$ cat src/rtl/board_pkg.sv
`default_nettype none
// ============================================================================
// Module      : board_pkg
// Description : Board-level constants and shared types for the LED channel
//               router: LED bank width, default channel count, debounce
//               lengths for simulation and hardware, and the channel-step
//               decode used by the channel state machine.
// Revision    : 1.0 - initial release
// ============================================================================
package board_pkg;

  localparam int LED_WIDTH           = 3;
  localparam int NUM_CH_DEFAULT      = 4;
  localparam int DEBOUNCE_CYCLES_SIM = 4;
  localparam int DEBOUNCE_CYCLES_HW  = 250000;

  // Net channel movement requested in one cycle.
  typedef enum logic [1:0] {
    STEP_HOLD = 2'd0,
    STEP_NEXT = 2'd1,
    STEP_PREV = 2'd2
  } ch_step_e;

  // Simultaneous next and prev presses cancel each other out.
  function automatic ch_step_e step_from_events(input logic next_ev,
                                                input logic prev_ev);
    ch_step_e step;
    step = STEP_HOLD;
    if (next_ev && !prev_ev) begin
      step = STEP_NEXT;
    end else if (prev_ev && !next_ev) begin
      step = STEP_PREV;
    end
    return step;
  endfunction

endpackage
`default_nettype wire

$ cat src/rtl/btn_debounce.sv
`default_nettype none
// ============================================================================
// Module      : btn_debounce
// Description : Push-button conditioner: 2-FF synchronizer, stability
//               counter and rising-edge press pulse.
// Ports       : clk   - system clock
//               rst   - asynchronous active-high reset
//               btn   - raw (asynchronous, bouncy) button level
//               press - one-cycle pulse when the debounced level rises
// Revision    : 1.0 - initial release
// ============================================================================
module btn_debounce
  import board_pkg::*;
#(
  parameter int DEBOUNCE_CYCLES = DEBOUNCE_CYCLES_HW
) (
  input  logic clk,
  input  logic rst,
  input  logic btn,
  output logic press
);

  localparam int CNT_W = (DEBOUNCE_CYCLES > 2) ? $clog2(DEBOUNCE_CYCLES) : 1;
  localparam logic [CNT_W-1:0] CNT_MAX = CNT_W'(DEBOUNCE_CYCLES - 1);

  logic             sync_1;
  logic             sync_2;
  logic             level;
  logic [CNT_W-1:0] cnt;

  always_ff @(posedge clk or posedge rst) begin
    if (rst) begin
      sync_1 <= 1'b0;
      sync_2 <= 1'b0;
      level  <= 1'b0;
      cnt    <= '0;
      press  <= 1'b0;
    end else begin
      sync_1 <= btn;
      sync_2 <= sync_1;
      press  <= 1'b0;
      if (sync_2 == level) begin
        // Any agreeing sample restarts the stability window.
        cnt <= '0;
      end else if (cnt == CNT_MAX) begin
        // DEBOUNCE_CYCLES consecutive disagreeing samples: accept the level.
        level <= sync_2;
        cnt   <= '0;
        press <= sync_2;
      end else begin
        cnt <= cnt + CNT_W'(1);
      end
    end
  end

endmodule
`default_nettype wire

$ cat src/rtl/led_channel_router.sv
`default_nettype none
// ============================================================================
// Module      : led_channel_router
// Description : Routes a WIDTH-bit switch value into one of NUM_CH registered
//               LED banks. The active bank is stepped by debounced next/prev
//               buttons with wrap-around in both directions; freeze stops all
//               capture without affecting channel selection.
// Ports       : clk           - system clock
//               rst           - asynchronous active-high reset
//               sel           - switch value captured into the active bank
//               btn_next      - raw button, press selects channel+1
//               btn_prev      - raw button, press selects channel-1
//               freeze        - 1 = no bank is written
//               leds          - bank k at bits [k*WIDTH +: WIDTH]
//               active_ch     - currently selected bank index
//               active_onehot - one-hot decode of active_ch
// Revision    : 1.0 - initial release
// ============================================================================
module led_channel_router
  import board_pkg::*;
#(
  parameter  int WIDTH           = LED_WIDTH,
  parameter  int NUM_CH          = NUM_CH_DEFAULT,
  parameter  int DEBOUNCE_CYCLES = DEBOUNCE_CYCLES_HW,
  localparam int CH_W            = $clog2(NUM_CH)
) (
  input  logic                    clk,
  input  logic                    rst,
  input  logic [WIDTH-1:0]        sel,
  input  logic                    btn_next,
  input  logic                    btn_prev,
  input  logic                    freeze,
  output logic [NUM_CH*WIDTH-1:0] leds,
  output logic [CH_W-1:0]         active_ch,
  output logic [NUM_CH-1:0]       active_onehot
);

  localparam logic [CH_W-1:0] LAST_CH = CH_W'(NUM_CH - 1);

  // Reset asserts immediately but releases only on a clk edge, so no flop
  // sees a reset deassertion near its active edge.
  logic [1:0] rst_pipe;
  logic       rst_int;

  always_ff @(posedge clk or posedge rst) begin
    if (rst) begin
      rst_pipe <= 2'b11;
    end else begin
      rst_pipe <= {rst_pipe[0], 1'b0};
    end
  end

  assign rst_int = rst_pipe[1];

  logic next_ev;
  logic prev_ev;

  btn_debounce #(
    .DEBOUNCE_CYCLES (DEBOUNCE_CYCLES)
  ) u_db_next (
    .clk   (clk),
    .rst   (rst_int),
    .btn   (btn_next),
    .press (next_ev)
  );

  btn_debounce #(
    .DEBOUNCE_CYCLES (DEBOUNCE_CYCLES)
  ) u_db_prev (
    .clk   (clk),
    .rst   (rst_int),
    .btn   (btn_prev),
    .press (prev_ev)
  );

  // Next-channel decode. Wrap uses explicit compares so non-power-of-2
  // channel counts never reach an unused index.
  ch_step_e          step;
  logic [CH_W-1:0]   ch_nxt;
  logic [NUM_CH-1:0] onehot_nxt;

  always_comb begin
    step   = step_from_events(next_ev, prev_ev);
    ch_nxt = active_ch;
    case (step)
      STEP_NEXT: ch_nxt = (active_ch == LAST_CH) ? '0 : active_ch + CH_W'(1);
      STEP_PREV: ch_nxt = (active_ch == '0) ? LAST_CH : active_ch - CH_W'(1);
      default:   ch_nxt = active_ch;
    endcase
    onehot_nxt = '0;
    for (int k = 0; k < NUM_CH; k++) begin
      onehot_nxt[k] = (ch_nxt == CH_W'(k));
    end
  end

  // Channel state machine: state is active_ch itself, decoded one-hot
  // alongside it so both outputs change on the same edge.
  always_ff @(posedge clk or posedge rst_int) begin
    if (rst_int) begin
      active_ch     <= '0;
      active_onehot <= NUM_CH'(1);
    end else begin
      active_ch     <= ch_nxt;
      active_onehot <= onehot_nxt;
    end
  end

  // Bank capture uses the pre-edge channel, so on a channel-change cycle the
  // outgoing bank takes this cycle's sel.
  always_ff @(posedge clk or posedge rst_int) begin
    if (rst_int) begin
      leds <= '0;
    end else if (!freeze) begin
      for (int k = 0; k < NUM_CH; k++) begin
        if (active_ch == CH_W'(k)) begin
          leds[k*WIDTH +: WIDTH] <= sel;
        end
      end
    end
  end

endmodule
`default_nettype wire

$ cat config.mk
export PLATFORM = sky130hd
export DESIGN_NAME = led_channel_router
export DESIGN_NICKNAME = d
export VERILOG_FILES = /design/src/rtl/board_pkg.sv /design/src/rtl/btn_debounce.sv /design/src/rtl/led_channel_router.sv
export SDC_FILE = /design/constraint.sdc
export NUM_CORES = 1
export LEC_CHECK = 0
export BUFFER_PORTS_ARGS = -buffer_cell sky130_fd_sc_hd__buf_2
export CAP_MARGIN = 10
export CORE_MARGIN = 4
export CORE_UTILIZATION = 40
export DETAILED_ROUTE_END_ITERATION = 8
export GPL_ROUTABILITY_DRIVEN = 0
export HOLD_SLACK_MARGIN = 0.05
export PLACE_DENSITY = 0.67
export SYNTH_ARGS = -nofsm -noshare
export SYNTH_HDL_FRONTEND = slang
export SYNTH_SLANG_ARGS = --single-unit
$ cat constraint.sdc
create_clock -name clk -period 2.5 [get_ports clk]
set_input_delay 0.5 -clock clk [delete_from_list [all_inputs] [get_ports clk]]
set_output_delay 0.5 -clock clk [all_outputs]
set_load 0.02 [all_outputs]
==> metrics.txt, run 1 <==
run status=completed; critical-path cell list=nand4_4 -> or4_4 -> or4_1 -> a21oi_1; Post-DP Area=~0.0032 mm2; CP Launch Type=register; CTS tree=yes; first-pass GRT wire length=8.500 mm; cell count after synthesis=approximately 260; GR Overflow Total=0; DRT Pass-1 Iters=4; peak supply drop=0.2293 mV; via density per instance=4.910; Seq/Total Area, Yosys=a little under three fifths; Slowest cell on crit path=or4_4; CTS buffer count=9; Arrival @ worst endpoint=2110 ps; commonest non-fill, non-tap cell in the layout=dfrtp_1; Port-buffer cells=25; Area Growth Syn to Fin=16.18%; Min Hold Slack=around 180 ps; root buffer cell=clkbuf_8; DIE AREA=around 0.0086 mm2; Post-Route Skew=10.39 ps; CTS hold repair buffers=0; n_diodes=0; syn_area_per_cell=10.92 um2; Final Hold Fails=0; die width=92.91 um; syn nets=280; clock sinks=64; vias in the first global route=1,878; Peak Freq=539.5 MHz; #FFs+latches synth=64; most frequent cells in the layout=dfrtp_1, nor2_1, xnor2_1; min-delay worst type=in -> async; Tot GR Track Use=approximately an eighth; Main synth FF type=dfrtp_1; Post-synth EDFFs=0; Worst Setup End Kind=register; largest net degree at the start of global routing=46; unrepaired setup endpoints after global routing=false; total core area=0.006907 mm2; initial core utilization=41.76%; post-cts resize count=0; Pleak=1.471 nW; post-route setup TNS=0 ps; # nets final=317; minimum clock period=1854 ps; CP max FO=7; initial antenna violation count=0; Final Max Slew Viols=0; Distinct cells, synth=33; final core utilization=between 40% and 50%; clk_lat worst skew=330 ps; I/O Pins=26; row cnt=30; slowest stage delay, CP=580 ps; CTS H-tree lvls=3; routed length per placed instance=11.94 um; synthesized cell area=0.002884 mm2; Crit Path Category=reg -> reg; setup ws final=646.3 ps; fin area=0.003351 mm2; r2r worst-path depth=4; DP Worst Slack=approximately 650 ps; via count=1,974; DR DRC count=0; endpoints failing setup=0; DRT iter0 DRCs=93; fraction of registers with async set/reset=100.0%; Max Cap Violations=0; Power Density=about 600 mW/mm2; WL final=4.798 mm; Critical Path RT=2750 ps; maximum clock path buffer count=2; Synthesis Warnings=0; Antenna Nets Post-Route=0; share of layout cells above drive strength 1=20.92%; setup bufs post-CTS=0; clock slew at reported path FFs=70 ps; die height=92.91 um; hpwl dp=3.396 mm; crit share post-route=74.15%
path summary, 6_finish.rpt:
kind	start	end	slack, ps
setup / recovery	u_db_prev.cnt[5]	u_db_prev.cnt[17]	650
hold / removal	rst	rst_pipe[1]	180
setup reg to reg	u_db_prev.cnt[5]	u_db_prev.cnt[17]	650
hold reg to reg	rst_pipe[1]	u_db_prev.cnt[3]	240
max in group asynchronous	rst_pipe[1]	active_onehot[0]	1660
min in group clk	btn_prev	u_db_prev.sync_1	270
kinds of logic (layout without fill, tap and decap cells):
group / Yosys count / in the layout / share of synthesized area [%]
AO/OA/AOI/OAI: 13 / 13 / 2.603
other: 1 / 1 / 0.1300
flip-flops: 64 / 64 / 55.66
adder cells (fa/ha/maj): 8 / 8 / 3.471
XOR/XNOR: 30 / 30 / 9.111
AND/OR/NAND/NOR: 116 / 116 / 20.65
multiplexers: 16 / 16 / 6.161
buffers and inverters: 16 / 58 / 2.213
layout make-up:
cell class | instances | area (um2)
Clock buffer | 11 | 141.4
Clock inverter | 5 | 56.30
Fill cell | 657 | 3556
Inverter | 14 | 52.55
Multi-Input combinational cell | 184 | 1215
Sequential cell | 64 | 1605
Tap cell | 96 | 120.1
Timing Repair Buffer | 28 | 160.2
state kept, by name, indices dropped and copies added (netlist names), 2 cells and up:
signal and cells:
u_db_prev.cnt 18, leds 12, u_db_next.cnt 18, rst_pipe 2
active_onehot 4, active_ch 2
synth_stat cells (all sizes together), types with 2 or more instances:
cell type	instances	area, um2
dfrtp	61	1526
nor2	44	165.2
xnor2	26	227.7
inv	14	52.55
mux2	14	157.7
nand2	12	45.04
nand4	11	83.83
nor4	11	68.82
nand3	10	50.05
nor3	9	45.04
ha	8	100.1
o21ai	7	35.03
nor2b	5	31.28
a21oi	4	20.02
xor2	4	35.03
dfstp	3	78.83
nand2b	3	18.77
or4	3	26.27
mux2i	2	20.02
nor4b	2	17.52
o31ai	2	20.02
or3	2	12.51
power breakdown:
part	switching [mW]	total (mW)	internal, mW
combinational	0.0502	0.0768	0.0266
clock	0.381	0.867	0.486
sequential	0.0119	1.07	1.05
critical path, delay by kind of cell (launching register included):
kind | cells | cell delay, ps
DFF | 1 | 470
AOI/OAI and AO/OA | 1 | 160
and+or+nand+nor | 3 | 1160
layer usage:
layer	global-route usage [%]	share of wire [%]	vias up
met2	18.42	45	45
met3	4.549	5.4	5
met1	16.35	48	946
met4	5.128	1.3	0
met5	0	0	-
li1	-	-	978
stage by stage:
step           std cells  power [mW]
6_report             402       2.010
5_1_grt              402       2.100
4_1_cts              402       2.042
3_5_place_dp         386       1.165
3_3_place_gp         386       1.163
2_1_floorplan        264       1.134
No activity file was read; power rests on OpenSTA's default activity.
==> run 2, diff against run 1 <==
Settings changed: PLACE_DENSITY 0.67 to 0.7.
Clock period 2.5 ns to 1.6 ns, I/O delays scaled along.
==> metrics.txt, run 2 (synthesis gave the netlist of run 1 again) <==
Top Registers=u_db_next.cnt (18), u_db_prev.cnt (18), leds (12); PnR Total Power=3.193 mW; Post-DP Area=0.003457 mm2; Peak Freq=589.2 MHz; I/O Pins=26; DP Worst Slack=-95.53 ps; CTS H-tree lvls=3; min-delay worst type=in -> reg; total core area=0.006907 mm2; root buffer cell=clkbuf_8; endpoints failing setup=18; Worst Setup End Kind=register; # nets final=364; setup ws final=-97.19 ps; violated checks=setup timing; Pleak=1.758 nW; Power Density=807.2 mW/mm2; largest net degree at the start of global routing=47; commonest non-fill, non-tap cell in the layout=dfrtp_1; slowest stage delay, CP=420 ps; hpwl dp=~3.8 mm; peak supply drop=between 0.4 and 0.5 mV; Port-buffer cells=25; Critical Path RT=1820 ps; run status=finished, violations left; Arrival @ worst endpoint=1920 ps; clock slew at reported path FFs=70 ps; Slowest cell on crit path=dfrtp_1; CP Launch Type=register; die width=92.91 um; number of placed cells counting well taps=421; die height=92.91 um; DRT Pass-1 Iters=4; family with the most delay on the worst path=buffers and inverters; crit share post-route=106.1%; Antenna Nets Post-Route=0; unrepaired setup endpoints after global routing=true; n_diodes=0; vias in the first global route=around 2.1k; critical-path cell list=buf_4 -> nor3_2 -> nand2_2 -> o31ai_4 -> buf_6 -> clkbuf_16 -> nor2_2; clk_lat worst skew=around 330 ps; Final Non-Filler Cells=between 400 and 500; via density per instance=5.033; post-route setup TNS=-1100 ps; fin area=0.003956 mm2; met1 usage=around 17%; initial antenna violation count=0; CTS tree=yes; DR DRC count=0; WP buf/inv=3; DIE AREA=0.008632 mm2; grt peak-use layer=met2; first-pass GRT wire length=9.273 mm; Post-Route Skew=roughly 6.9 ps; DRT iter0 DRCs=147; clock sinks=64; row cnt=30; initial core utilization=41.76%; Area Growth Syn to Fin=37.18%; GR Overflow Total=0; met3 global-route usage=3.656%; Tot GR Track Use=between 10% and 20%; CP max FO=5; Final Max Slew Viols=0; fill cell count=592; CTS buffer count=9; share of layout cells above drive strength 1=40.79%; minimum clock period=1697 ps; Max Cap Violations=0; Final Hold Fails=0; most frequent cells in the layout=dfrtp_1, buf_4, nor2_1; met2 Usage GRT=20.58%; Crit Path Category=reg -> reg; WL final=5.985 mm; via count=2,260; Min Hold Slack=95.81 ps; maximum clock path buffer count=2; final core utilization=57.28%; routed length per placed instance=13.33 um
run 2: cell types whose count changed in the layout (fill, tap and decap cells not counted), sizes merged:
cell and delta:
buf +44, clkinv +2, inv -1, clkbuf +1
dlygate4sd3 +1
run 2: report_power, final:
| part | switching (mW) | total (mW) | internal [mW] | leakage [nW] |
|---|---|---|---|---|
| Clock | 0.598 | 1.35 | 0.753 | 0.106 |
| Sequential | 0.0191 | 1.67 | 1.65 | 0.860 |
| Combinational | 0.0979 | 0.176 | 0.0778 | 0.793 |
run 2: worst paths after layout:
kind | from | slack, ps | cells past startpoint | end
min in group asynchronous | rst_pipe[1] | 240 | 1 | leds[6]
setup reg to reg | u_db_prev.cnt[8] | -100 | 7 | u_db_prev.cnt[16]
max in group asynchronous | rst_pipe[1] | 810 | 2 | u_db_prev.cnt[4]
setup / recovery | u_db_prev.cnt[8] | -100 | 7 | u_db_prev.cnt[16]
hold / removal | btn_prev | 100 | 1 | u_db_prev.sync_1
hold reg to reg | rst_pipe[1] | 240 | 1 | leds[6]
run 2: metal layers:
| layer | wire [um] | vias to the layer above |
|---|---|---|
| li1 | - | 1076 |
| met1 | 2616 | 1103 |
| met4 | 178 | 0 |
| met2 | 2925 | 63 |
| met5 | 0 | - |
| met3 | 265 | 18 |
run 2: cell type report:
cell class	instances	area, um2	area share (%)
timing repair buffer	75	586.8	14.83
multi-input combinational	184	1389	35.10
inverter	14	56.30	1.423
tap	96	120.1	3.036
clock buffer	10	137.6	3.479
sequential	64	1608	40.64
clock inverter	6	58.81	1.486
run 2: worst reg2reg max path: cells and delay by family, from the launching register on:
kind / cells / cell delay, ps
AOI/OAI and AO/OA: 1 / 300
buffers and inverters: 3 / 500
DFF: 1 / 420
and+or+nand+nor: 3 / 380
run 2: timing repair:
item	CTS	global route
endpoints found under the hold margin	2	0
hold buffers	1	0
gates resized for setup	2	44
setup endpoints to repair	19	28
buffers inserted	3	5
cloned	0	3
pin swaps	3	14
